## src/rtl/carregador_disco_pkg.sv

```systemverilog
// Shared definitions for the disk-to-instruction-memory loader:
// FSM state encoding and default bus widths.
package carregador_disco_pkg;

    localparam int ADDR_W_PADRAO     = 26;
    localparam int DATA_W_PADRAO     = 32;
    localparam int MEM_ADDR_W_PADRAO = 10;
    localparam int DISK_SIZE_PADRAO  = 16;

    typedef enum logic [1:0] {
        OCIOSO  = 2'd0,
        LE      = 2'd1,
        ESCREVE = 2'd2,
        FIM     = 2'd3
    } estado_t;

endpackage

```

## src/rtl/carregador_disco_if.sv

```systemverilog
// Loader bus: start/range request, disk read port, memory write port and status.
interface carregador_disco_if
    import carregador_disco_pkg::*;
#(
    parameter int ADDR_W     = ADDR_W_PADRAO,
    parameter int DATA_W     = DATA_W_PADRAO,
    parameter int MEM_ADDR_W = MEM_ADDR_W_PADRAO
) ();

    logic                  iniciar;
    logic [ADDR_W-1:0]     origem;
    logic [MEM_ADDR_W-1:0] destino;
    logic [ADDR_W-1:0]     quantidade;
    logic [ADDR_W-1:0]     disk_pc;
    logic [DATA_W-1:0]     disk_instrucao;
    logic                  mem_we;
    logic [MEM_ADDR_W-1:0] mem_endereco;
    logic [DATA_W-1:0]     mem_dado;
    logic                  ocupado;
    logic                  concluido;
    logic                  erro;

    // slave is the loader itself; master is whoever requests transfers and hosts disk/memory
    modport slave (
        input  iniciar, origem, destino, quantidade, disk_instrucao,
        output disk_pc, mem_we, mem_endereco, mem_dado, ocupado, concluido, erro
    );

    modport master (
        output iniciar, origem, destino, quantidade, disk_instrucao,
        input  disk_pc, mem_we, mem_endereco, mem_dado, ocupado, concluido, erro
    );

endinterface

```

## src/rtl/carregador_disco.sv

```systemverilog
// Boot/DMA loader: copies a contiguous range of disk words into instruction memory,
// one word per LATENCIA+1 cycles, with range checking against the disk size.
module carregador_disco
    import carregador_disco_pkg::*;
#(
    parameter int DISK_SIZE  = DISK_SIZE_PADRAO,
    parameter int ADDR_W     = ADDR_W_PADRAO,
    parameter int DATA_W     = DATA_W_PADRAO,
    parameter int MEM_ADDR_W = MEM_ADDR_W_PADRAO,
    parameter int LATENCIA   = 1
) (
    input  logic               clock,
    input  logic               reset,
    carregador_disco_if.slave  bus
);

    localparam int ESP_W = (LATENCIA > 1) ? $clog2(LATENCIA) : 1;
    localparam logic [ESP_W-1:0]  ULTIMA = ESP_W'(LATENCIA - 1);
    localparam logic [ADDR_W:0]   LIMITE = (ADDR_W + 1)'(DISK_SIZE);

    estado_t               estado;
    logic [ADDR_W-1:0]     src;
    logic [MEM_ADDR_W-1:0] dst;
    logic [ADDR_W-1:0]     rest;
    logic [ESP_W-1:0]      espera;
    logic [DATA_W-1:0]     dado;
    logic [ADDR_W-1:0]     pc;
    logic                  we;
    logic                  ocup;
    logic                  conc;
    logic                  err;

    // One extra bit so origem+quantidade cannot wrap past the disk limit
    function automatic logic fora_do_disco(input logic [ADDR_W-1:0] o,
                                           input logic [ADDR_W-1:0] q);
        logic [ADDR_W:0] fim;
        fim = {1'b0, o} + {1'b0, q};
        return fim > LIMITE;
    endfunction

    always_ff @(posedge clock or negedge reset) begin
        if (!reset) begin
            estado <= OCIOSO;
            src    <= '0;
            dst    <= '0;
            rest   <= '0;
            espera <= '0;
            dado   <= '0;
            pc     <= '0;
            we     <= 1'b0;
            ocup   <= 1'b0;
            conc   <= 1'b0;
            err    <= 1'b0;
        end else begin
            we   <= 1'b0;
            conc <= 1'b0;
            case (estado)
                OCIOSO: begin
                    if (bus.iniciar) begin
                        err <= 1'b0;
                        if (bus.quantidade == '0) begin
                            estado <= FIM;
                            conc   <= 1'b1;
                        end else if (fora_do_disco(bus.origem, bus.quantidade)) begin
                            err    <= 1'b1;
                            estado <= FIM;
                            conc   <= 1'b1;
                        end else begin
                            src    <= bus.origem;
                            dst    <= bus.destino;
                            rest   <= bus.quantidade;
                            pc     <= bus.origem;
                            espera <= '0;
                            ocup   <= 1'b1;
                            estado <= LE;
                        end
                    end
                end
                LE: begin
                    // Disk data is sampled on the last cycle of the hold window
                    if (espera == ULTIMA) begin
                        dado   <= bus.disk_instrucao;
                        we     <= 1'b1;
                        estado <= ESCREVE;
                    end else begin
                        espera <= espera + ESP_W'(1);
                    end
                end
                ESCREVE: begin
                    src  <= src + ADDR_W'(1);
                    dst  <= dst + MEM_ADDR_W'(1);
                    rest <= rest - ADDR_W'(1);
                    if (rest == ADDR_W'(1)) begin
                        ocup   <= 1'b0;
                        conc   <= 1'b1;
                        estado <= FIM;
                    end else begin
                        pc     <= src + ADDR_W'(1);
                        espera <= '0;
                        estado <= LE;
                    end
                end
                FIM: begin
                    estado <= OCIOSO;
                end
                default: begin
                    estado <= OCIOSO;
                end
            endcase
        end
    end

    assign bus.disk_pc      = pc;
    assign bus.mem_we       = we;
    assign bus.mem_endereco = dst;
    assign bus.mem_dado     = dado;
    assign bus.ocupado      = ocup;
    assign bus.concluido    = conc;
    assign bus.erro         = err;

endmodule

```

## src/flat_wrapper.sv

```systemverilog
// flat-port wrapper written by rule: the top's interface ports become plain ports
module carregador_disco_flat import carregador_disco_pkg::*;
#(
    parameter int DISK_SIZE  = DISK_SIZE_PADRAO,
    parameter int ADDR_W     = ADDR_W_PADRAO,
    parameter int DATA_W     = DATA_W_PADRAO,
    parameter int MEM_ADDR_W = MEM_ADDR_W_PADRAO,
    parameter int LATENCIA   = 1
)
  (clock, reset, bus_iniciar, bus_origem, bus_destino, bus_quantidade, bus_disk_instrucao, bus_disk_pc, bus_mem_we, bus_mem_endereco, bus_mem_dado, bus_ocupado, bus_concluido, bus_erro);
  carregador_disco_if #(.ADDR_W(ADDR_W), .DATA_W(DATA_W), .MEM_ADDR_W(MEM_ADDR_W)) bus_i ();
  input  logic clock;
  input  logic reset;
  input wire logic [$bits(bus_i.iniciar)-1:0] bus_iniciar;
  input wire logic [$bits(bus_i.origem)-1:0] bus_origem;
  input wire logic [$bits(bus_i.destino)-1:0] bus_destino;
  input wire logic [$bits(bus_i.quantidade)-1:0] bus_quantidade;
  input wire logic [$bits(bus_i.disk_instrucao)-1:0] bus_disk_instrucao;
  output wire logic [$bits(bus_i.disk_pc)-1:0] bus_disk_pc;
  output wire logic [$bits(bus_i.mem_we)-1:0] bus_mem_we;
  output wire logic [$bits(bus_i.mem_endereco)-1:0] bus_mem_endereco;
  output wire logic [$bits(bus_i.mem_dado)-1:0] bus_mem_dado;
  output wire logic [$bits(bus_i.ocupado)-1:0] bus_ocupado;
  output wire logic [$bits(bus_i.concluido)-1:0] bus_concluido;
  output wire logic [$bits(bus_i.erro)-1:0] bus_erro;
  assign bus_i.iniciar = bus_iniciar;
  assign bus_i.origem = bus_origem;
  assign bus_i.destino = bus_destino;
  assign bus_i.quantidade = bus_quantidade;
  assign bus_i.disk_instrucao = bus_disk_instrucao;
  assign bus_disk_pc = bus_i.disk_pc;
  assign bus_mem_we = bus_i.mem_we;
  assign bus_mem_endereco = bus_i.mem_endereco;
  assign bus_mem_dado = bus_i.mem_dado;
  assign bus_ocupado = bus_i.ocupado;
  assign bus_concluido = bus_i.concluido;
  assign bus_erro = bus_i.erro;
  carregador_disco #(.DISK_SIZE(DISK_SIZE), .ADDR_W(ADDR_W), .DATA_W(DATA_W), .MEM_ADDR_W(MEM_ADDR_W), .LATENCIA(LATENCIA)) u_core (.clock(clock), .reset(reset), .bus(bus_i));
endmodule
```

## config.mk

```make
export PLATFORM = sky130hd
export DESIGN_NAME = carregador_disco_flat
export DESIGN_NICKNAME = d
export VERILOG_FILES = /design/src/rtl/carregador_disco_pkg.sv /design/src/rtl/carregador_disco_if.sv /design/src/rtl/carregador_disco.sv /design/src/flat_wrapper.sv
export SDC_FILE = /design/constraint.sdc
export NUM_CORES = 1
export LEC_CHECK = 0
export CAP_MARGIN = 20
export CORE_MARGIN = 4
export CORE_UTILIZATION = 30
export DETAILED_ROUTE_END_ITERATION = 10
export SYNTH_ARGS = -nofsm -noshare
export SYNTH_HDL_FRONTEND = slang
export SYNTH_SLANG_ARGS = --single-unit
export TNS_END_PERCENT = 20
```

## constraint.sdc

```tcl
create_clock -name clock -period 4.5 [get_ports clock]
set_input_delay 0.9 -clock clock [delete_from_list [all_inputs] [get_ports clock]]
set_output_delay 0.9 -clock clock [all_outputs]
set_load 0.05 [all_outputs]
```

==> flow_summary.yaml, run 1 <==
status:
  status: "complete, no violations"
cts:
  cts_buffers: 17
  cts_tree: "yes"
  cts_hold_buf: 0
  worstSkewPairLatency_ns: 0.42
  cts-root-buf: "clkbuf_16"
  cts.clk_slew.worst_paths_ns: 0.06
  htreeDepth: 4
  cts_sinks: 126
  cts.path.max_buffers: 2
worst_setup_path:
  worstPathCellList: "clkdlybuf4s50_1 -> ha_1 -> nand3_1 -> and2_4 -> a21o_1 -> a31o_1 -> or4_1 -> or4_1 -> nor4_2 -> nand4b_1 -> buf_4 -> o21ai_4 -> buf_12 -> mux2_4"
  crit_fanout: 13
  path_class: "in2reg"
  end_kind: "flip-flop"
  critPathSlowestCell: "clkdlybuf4s50_1"
  crit_arrival_ns: 4.66
  cp_data_required_time_ns: 4.80
  start_kind: "input pin"
  max_stage_delay_ns: 0.51
  crit_path_frequent_cell: "or4_1"
floorplanning:
  num_rows: 60
  core_mm2: 0.0271
  dieHeight_um: 175
  dieArea_mm2: 0.0305
  start_util: 0.307
  ioPinCount: 169
  die_w_um: 175
power_and_ir_drop:
  pwr-share-clk: 0.257
  power.share.switching: 0.377
  vdd_drop_max_mv: 0.277
  p_per_area_mw_per_mm2: 419
  power_frac_seq: 0.342
  leakage_uw: 0.00533
  p_comb_frac: 0.401
  power_switching_uw: 1950
  internal_power_uw: 3240
sta:
  skew_ns: 0.00909
  final-hold-violation-count: 0
  min_period_ns: 4.36
  setup_slack_ns: 0.140
  tightest_slew_ns: 0.848
  fmax_mhz: 229
  post-route-period-util: 0.969
  finalSetupViolations: 0
  hold_ws_ns: 0.500
  drv_slew: 0
  setup_tns_ns: 0
  relSlewSlack: 0.435
finish:
  antenna_cells: 0
  utilization: 0.458
  fillers: 2592
  layout_common_cells: "buf_4 (177), clkdlybuf4s50_1 (161), dfrtp_1 (126), nand2_1 (98), nor2_1 (66)"
  layout-drive-gt1-share: 0.255
  final_net_count: 1349
  layout_commonest_cell: "buf_4"
  syn2layout_area_growth_pct: 49.1
synth:
  synth_top_area_share: 0.379
  syn_nets: 1021
  ys_async_sr_fraction: 1.00
  synth_edf_count: 0
  syn_inst: 893
  synth_area_leaders: "dfrtp_1 (38%), mux2_2 (5.7%), ha_1 (4.5%)"
  syn_area_per_cell_um2: 9.32
  yosysTopAreaCell: "dfrtp_1"
  yosysSeqAreaShare: 0.379
  synth.cell_area_mm2: 0.00832
  ys_warn_count: 0
  ys_ff_latch: 126
  synthDistinctLibCells: 77
  synthFlopType: "dfrtp_1"
place:
  pre_cts_ws_ns: -0.516
  hpwl_um: 23400
  gp_congestion: 0.906
  port_buffers: 168
route:
  drtIter0Drc: 449
  viasPerCell: 5.18
  routed_wl_um: 30200
  drtPass1Iterations: 5
  ant_nets: 0
  vias: 8314
  drc: 0
  wire_per_inst_um: 18.9
job:
  maxCapViolations: 0
global_routing:
  grt_max_degree: 67
  grt_pass1_vias: 8463
  grt_antenna_before_repair: 0
  gr-usage-all-layers: 0.193
  gr-total-overflow: 0
  grt_pass1_wl_um: 46500
min_path:
  hold_class: "reg2reg"
[sequential cells by signal, summed over array words and instances, names as in the netlist]
name,flops
u_core.estado,2
u_core.rest,26
u_core.bus.ocupado,1
u_core.src,26
u_core.bus.mem_we,1
u_core.bus.mem_dado,32
u_core.bus.erro,1
u_core.bus.concluido,1
u_core.bus.disk_pc,26
u_core.bus.mem_endereco,10
[stage by stage]
stage / std cells / cell area [um^2] / total power [uW]
2_1_floorplan: 893 / 8320 / 3000
3_3_place_gp: 1570 / 11600 / 3810
3_5_place_dp: 1570 / 11600 / 3840
4_1_cts: 1600 / 12200 / 5210
5_1_grt: 1604 / 12400 / 5470
6_report: 1604 / 12400 / 5190
[synthesized netlist by cell type, types with 3 or more instances]
| master | number |
|---|---|
| xor2_1 | 17 |
| nor2_1 | 68 |
| nor3b_1 | 4 |
| mux2_1 | 11 |
| nand3b_1 | 4 |
| o211ai_1 | 4 |
| mux2i_1 | 14 |
| o32ai_1 | 3 |
| nand4_1 | 16 |
| a21o_1 | 10 |
| nand3_1 | 36 |
| mux2_2 | 42 |
| nand4b_1 | 3 |
| buf_2 | 5 |
| mux2_4 | 16 |
| a211oi_1 | 4 |
| o221a_2 | 5 |
| dfrtp_1 | 126 |
| o21ai_1 | 6 |
| o21a_1 | 11 |
| xnor2_1 | 24 |
| a2bb2oi_1 | 6 |
| a21oi_1 | 54 |
| nor3_1 | 21 |
| nor4_1 | 17 |
| a21oi_2 | 3 |
| clkbuf_1 | 29 |
| a31oi_1 | 8 |
| nand2_1 | 99 |
| nand2b_1 | 4 |
| inv_1 | 18 |
| o22ai_1 | 5 |
| o31ai_1 | 3 |
| o221a_1 | 9 |
| or4_1 | 6 |
| nor2b_1 | 4 |
| and3_1 | 16 |
| and4_1 | 7 |
| buf_4 | 3 |
| or2_2 | 5 |
| or3_1 | 11 |
| a211o_1 | 5 |
| o21ai_0 | 61 |
| ha_1 | 30 |
[power by group through the flow]
| stage | combinational, uW | clock [uW] | sequential (uW) |
|---|---|---|---|
| 6_report | 2080 | 1340 | 1770 |
| 5_1_grt | 2230 | 1410 | 1830 |
| 4_1_cts | 2080 | 1360 | 1770 |
| 3_5_place_dp | 2060 | 0 | 1780 |
| 3_3_place_gp | 2040 | 0 | 1770 |
| 2_1_floorplan | 772 | 0 | 2220 |
[final timing paths]
kind,slack [ns],startpoint,to,depth (start not counted)
worst min register to register,0.50,u_core.bus.mem_endereco[6],u_core.bus.mem_endereco[6],1
worst min-delay path,0.50,u_core.bus.mem_endereco[6],u_core.bus.mem_endereco[6],1
worst max register to register,1.47,u_core.src[0],u_core.src[22],10
min in group asynchronous,0.59,reset,u_core.bus.disk_pc[18],1
worst max-delay path,0.14,bus_origem[4],u_core.bus.disk_pc[8],14
max in group asynchronous,3.07,reset,u_core.estado[0],2
[timing repair]
item                       CTS  global route
setup endpoints to repair   43            84
resized for setup            6            25
cloned                       0             2
buffers inserted             0             2
pin swaps                    3            11
[worst max-delay path: cells and delay by family]
family | cells | cell delay, ns
simple gates | 6 | 1.61
buf+inv | 3 | 0.88
compound gates | 3 | 0.50
fa+ha+maj | 1 | 0.43
mux | 1 | 0.31
[area by class of cell]
cell class                 count  area, um^2  area share
sequential                   126        3150       0.254
multi-input combinational    707        5000       0.403
timing repair buffer         351        3150       0.254
inverter                      18        67.6     0.00545
clock inverter                 7        87.6     0.00706
tap                          372         465      0.0375
clock buffer                  23         478      0.0385
[routing by layer]
layer | track usage | up-vias | wire length (um)
li1 | - | 3957 | -
met1 | 0.248 | 4025 | 13000
met2 | 0.316 | 288 | 14200
met3 | 0.0520 | 44 | 2330
met4 | 0.0619 | 0 | 654
met5 | 0 | - | 0
[cell families after synthesis]
| kind of cell | Yosys count | synth area share |
|---|---|---|
| mux | 83 | 0.117 |
| flops | 126 | 0.379 |
| compound gates | 218 | 0.175 |
| buf+inv | 60 | 0.0349 |
| simple gates | 334 | 0.203 |
| fa+ha+maj | 31 | 0.0475 |
| xor+xnor | 41 | 0.0432 |
No activity file was read; power rests on OpenSTA's default activity.
==> inputs of run 2 (changes only) <==
CORE_UTILIZATION = 42   (was 30)
PLACE_DENSITY = 0.67   (was not set)
==> flow_summary.yaml, run 2 (same netlist as run 1, synthesis figures left out) <==
status:
  status: "complete, no violations"
place:
  port_buffers: 168
  gp_congestion: 0.944
  hpwl_um: 22500
  place_area_mm2: 0.0115
cts:
  cts_sinks: 126
  cts.clk_slew.worst_paths_ns: 0.05
  cts-root-buf: "clkbuf_16"
  cts.path.max_buffers: 2
  cts_tree: "yes"
  cts_hold_buf: 0
  worstSkewPairLatency_ns: 0.42
  htreeDepth: 4
  cts_buffers: 17
route:
  drtPass1Iterations: 5
  ant_nets: 0
  viasPerCell: 5.59
  vias: 8350
  routed_wl_um: 29300
  drtIter0Drc: 448
  drc: 0
  wire_per_inst_um: 19.6
global_routing:
  grt_pass1_vias: 8456
  gr-total-overflow: 0
  grt_max_degree: 54
  gr-usage-all-layers: 0.260
  grt_antenna_before_repair: 0
  grt_pass1_wl_um: 45000
worst_setup_path:
  end_kind: "flip-flop"
  crit_fanout: 5
  max_stage_delay_ns: 0.59
  crit_arrival_ns: 4.73
  start_kind: "input pin"
  worstPathCellList: "clkdlybuf4s50_1 -> ha_1 -> and4_1 -> nand2_2 -> nor4_1 -> a31o_1 -> or4_1 -> or4_4 -> nor4_4 -> nand4b_1 -> o21ai_4 -> clkbuf_16 -> mux2_4"
  crit_buf_inv: 2
  cp_data_required_time_ns: 4.80
  path_delay_family: "simple AND/OR/NAND/NOR gates"
  path_class: "in2reg"
  critPathSlowestCell: "clkdlybuf4s50_1"
sta:
  tightest_slew_ns: 0.750
  min_period_ns: 4.43
  post-route-period-util: 0.984
  relSlewSlack: 0.495
  fmax_mhz: 226
  final-hold-violation-count: 0
  drv_slew: 0
  skew_ns: 0.00542
  finalSetupViolations: 0
floorplanning:
  start_util: 0.427
  num_rows: 51
  dieHeight_um: 149
  ioPinCount: 169
  dieArea_mm2: 0.0221
  die_w_um: 149
  core_mm2: 0.0195
finish:
  layout_common_cells: "buf_4 (173), clkdlybuf4s50_1 (155), dfrtp_1 (126), nand2_1 (97), nor2_1 (65)"
  final_area_mm2: 0.0124
  layout-drive-gt1-share: 0.261
  utilization: 0.635
  final_net_count: 1345
  antenna_cells: 0
  syn2layout_area_growth_pct: 48.7
  layout_commonest_cell: "buf_4"
  largest_reg_flops: 32
min_path:
  hold_class: "reg2reg"
power_and_ir_drop:
  power_uw: 5250
  vdd_drop_max_mv: 0.366
  p_per_area_mw_per_mm2: 425
  leakage_uw: 0.00538
job:
  maxCapViolations: 0
-- run 2: changes by cell type in the layout (fill, tap and decap cells not counted), sizes merged --
cell,delta
clkbuf,-3
clkinv,+3
dlymetal6s2s,+6
bufinv,+1
clkinvlp,+1
buf,-4
clkdlybuf4s50,-6
-- run 2: power by group --
group	internal, uW	leakage [uW]	switching, uW	total [uW]
Combinational	949	0.00357	1150	2100
Sequential	1450	0.00151	329	1780
Clock	878	0.000289	495	1370
-- run 2: worst paths after layout --
| check | endpoint | startpoint | slack [ns] | cells past startpoint |
|---|---|---|---|---|
| worst max-delay path | u_core.bus.disk_pc[15] | bus_origem[21] | 0.07 | 13 |
| worst min-delay path | u_core.bus.disk_pc[4] | u_core.bus.disk_pc[4] | 0.51 | 1 |
| worst max register to register | u_core.src[22] | u_core.src[0] | 1.45 | 10 |
| worst min register to register | u_core.bus.disk_pc[4] | u_core.bus.disk_pc[4] | 0.51 | 1 |
| max in group asynchronous | u_core.rest[18] | reset | 3.12 | 2 |
| min in group asynchronous | u_core.bus.mem_dado[30] | reset | 0.52 | 1 |
-- run 2: cell type report --
class	count	area (um^2)
timing repair buffer	347	3130
inverter	18	67.6
clock inverter	12	144
fill	1654	7100
sequential	126	3150
multi-input combinational	707	5090
clock buffer	20	447
tap	265	332
-- run 2: per-layer routing --
layer | global-route usage | vias up | wire length (um)
met1 | 0.333 | 4066 | 12500
met2 | 0.437 | 285 | 14200
met5 | 0 | - | 0
li1 | - | 3955 | -
met3 | 0.0641 | 44 | 1960
met4 | 0.0769 | 0 | 631
-- run 2: repair_timing --
item                       CTS  global route
setup buffers                0             1
cloned                       0             3
setup endpoints to repair   51            60
pin swaps                    0            11
resized for setup            6            39
-- run 2: stage by stage --
step	TNS [ns]	hold WS (ns)	setup slack, ns	instances
2_1_floorplan	0	0.451	0.266	893
3_3_place_gp	-37.32	0.477	-0.562	1459
3_5_place_dp	-41.47	0.492	-0.615	1459
4_1_cts	0	0.507	0.0560	1491
5_1_grt	-0.0679	0.522	-0.0156	1495
6_report	0	0.506	0.0701	1495
==> inputs of run 3 (changes only) <==
CORE_MARGIN = 3   (was 4)
PLACE_DENSITY = not set   (was 0.67)
PLACE_DENSITY_LB_ADDON = 0.2   (was not set)
==> flow_summary.yaml, run 3 (same netlist as run 1, synthesis figures left out) <==
global_routing:
  grt_antenna_before_repair: 0
  gr-usage-all-layers: 0.256
  gr-total-overflow: 0
  grt_max_degree: 105
  grt_pass1_vias: 8281
  grt_pass1_wl_um: 44200
worst_setup_path:
  max_stage_delay_ns: 0.56
  worstPathCellList: "clkdlybuf4s50_1 -> ha_4 -> nand4_1 -> or3_1 -> o2111a_1 -> a31oi_1 -> xor2_1 -> nor4_2 -> nand4_2 -> buf_4 -> o41ai_4 -> and2_4 -> clkbuf_16 -> mux2_2"
  path_delay_family: "simple AND/OR/NAND/NOR gates"
  end_kind: "flip-flop"
  crit_fanout: 8
  critPathSlowestCell: "clkdlybuf4s50_1"
  path_class: "in2reg"
  crit_arrival_ns: 4.70
  cp_data_required_time_ns: 4.80
  start_kind: "input pin"
  crit_buf_inv: 3
place:
  gp_congestion: 0.929
  port_buffers: 168
  hpwl_um: 21600
  pre_cts_ws_ns: -0.556
  place_area_mm2: 0.0115
sta:
  min_period_ns: 4.40
  final-hold-violation-count: 0
  drv_slew: 0
  relSlewSlack: 0.328
  post-route-period-util: 0.978
  fmax_mhz: 227
  skew_ns: 0.0100
  tightest_slew_ns: 1.01
  setup_slack_ns: 0.101
  finalSetupViolations: 0
  setup_tns_ns: 0
finish:
  syn2layout_area_growth_pct: 48.2
  multi_input_area_mm2: 0.00504
  layout_commonest_cell: "buf_4"
  fillers: 1574
  antenna_cells: 0
  layout_common_cells: "buf_4 (172), clkdlybuf4s50_1 (164), dfrtp_1 (126), nand2_1 (98), nor2_1 (66)"
  final_area_mm2: 0.0123
  largest_reg_flops: 32
  seqCellArea_mm2: 0.00315
  layout-drive-gt1-share: 0.260
  final_net_count: 1348
cts:
  cts.path.max_buffers: 2
  htreeDepth: 4
  cts_sinks: 126
  cts_buffers: 17
  cts-root-buf: "clkbuf_16"
  cts.clk_slew.worst_paths_ns: 0.06
  worstSkewPairLatency_ns: 0.42
  cts_tree: "yes"
route:
  drc: 0
  drtIter0Drc: 556
  vias: 8369
  wire_per_inst_um: 19.1
  ant_nets: 0
  routed_wl_um: 28500
  viasPerCell: 5.61
  drtPass1Iterations: 5
power_and_ir_drop:
  vdd_drop_max_mv: 0.401
  power_uw: 5210
  leakage_uw: 0.00530
  p_per_area_mw_per_mm2: 422
floorplanning:
  num_rows: 50
  core_mm2: 0.0191
  dieHeight_um: 147
  start_util: 0.436
  die_w_um: 147
  ioPinCount: 169
  dieArea_mm2: 0.0215
min_path:
  hold_class: "reg2reg"
job:
  maxCapViolations: 0
status:
  status: "complete, no violations"
-- run 3: final timing paths --
| kind | start | to | slack, ns | cells past startpoint |
|---|---|---|---|---|
| worst max-delay path | bus_origem[12] | u_core.src[7] | 0.10 | 14 |
| worst min-delay path | u_core.bus.mem_endereco[7] | u_core.bus.mem_endereco[7] | 0.50 | 1 |
| worst max register to register | u_core.src[0] | u_core.src[22] | 1.40 | 10 |
| worst min register to register | u_core.bus.mem_endereco[7] | u_core.bus.mem_endereco[7] | 0.50 | 1 |
| max in group asynchronous | reset | u_core.bus.mem_dado[13] | 2.97 | 2 |
| min in group asynchronous | reset | u_core.bus.disk_pc[7] | 0.59 | 1 |
-- run 3: metal layers --
metal / global-route usage / part of all wire / vias up
li1: - / - / 3966
met1: 0.343 / 0.43 / 3996
met2: 0.398 / 0.46 / 348
met3: 0.0682 / 0.076 / 59
met4: 0.0988 / 0.033 / 0
met5: 0 / 0 / -
-- run 3: final cells by class --
cell class	instances	area share
Sequential cell	126	0.256
Clock inverter	10	0.00934
Multi-Input combinational cell	707	0.409
Clock buffer	20	0.0370
Inverter	18	0.00548
Tap cell	260	0.0264
Timing Repair Buffer	350	0.257
-- run 3: power breakdown --
part | leakage [uW] | internal (uW) | switching (uW) | total (uW)
clock network | 0.000274 | 837 | 501 | 1340
registers | 0.00151 | 1450 | 325 | 1770
logic | 0.00351 | 950 | 1150 | 2100
-- run 3: per-stage QoR --
stage,hold slack (ns),instances,util
after floorplan,0.451,893,-
after global placement,0.475,1452,0.601
after detailed placement,0.481,1452,0.601
after CTS,0.488,1483,0.633
after global routing,0.523,1491,0.646
final,0.499,1491,0.646
-- run 3: repair_timing --
item / CTS / global route
gates cloned: 0 / 2
setup endpoints to repair: 38 / 79
pin swaps: 2 / 14
hold buffers: 0 / 0
setup buffers: 1 / 6
resized for setup: 6 / 33
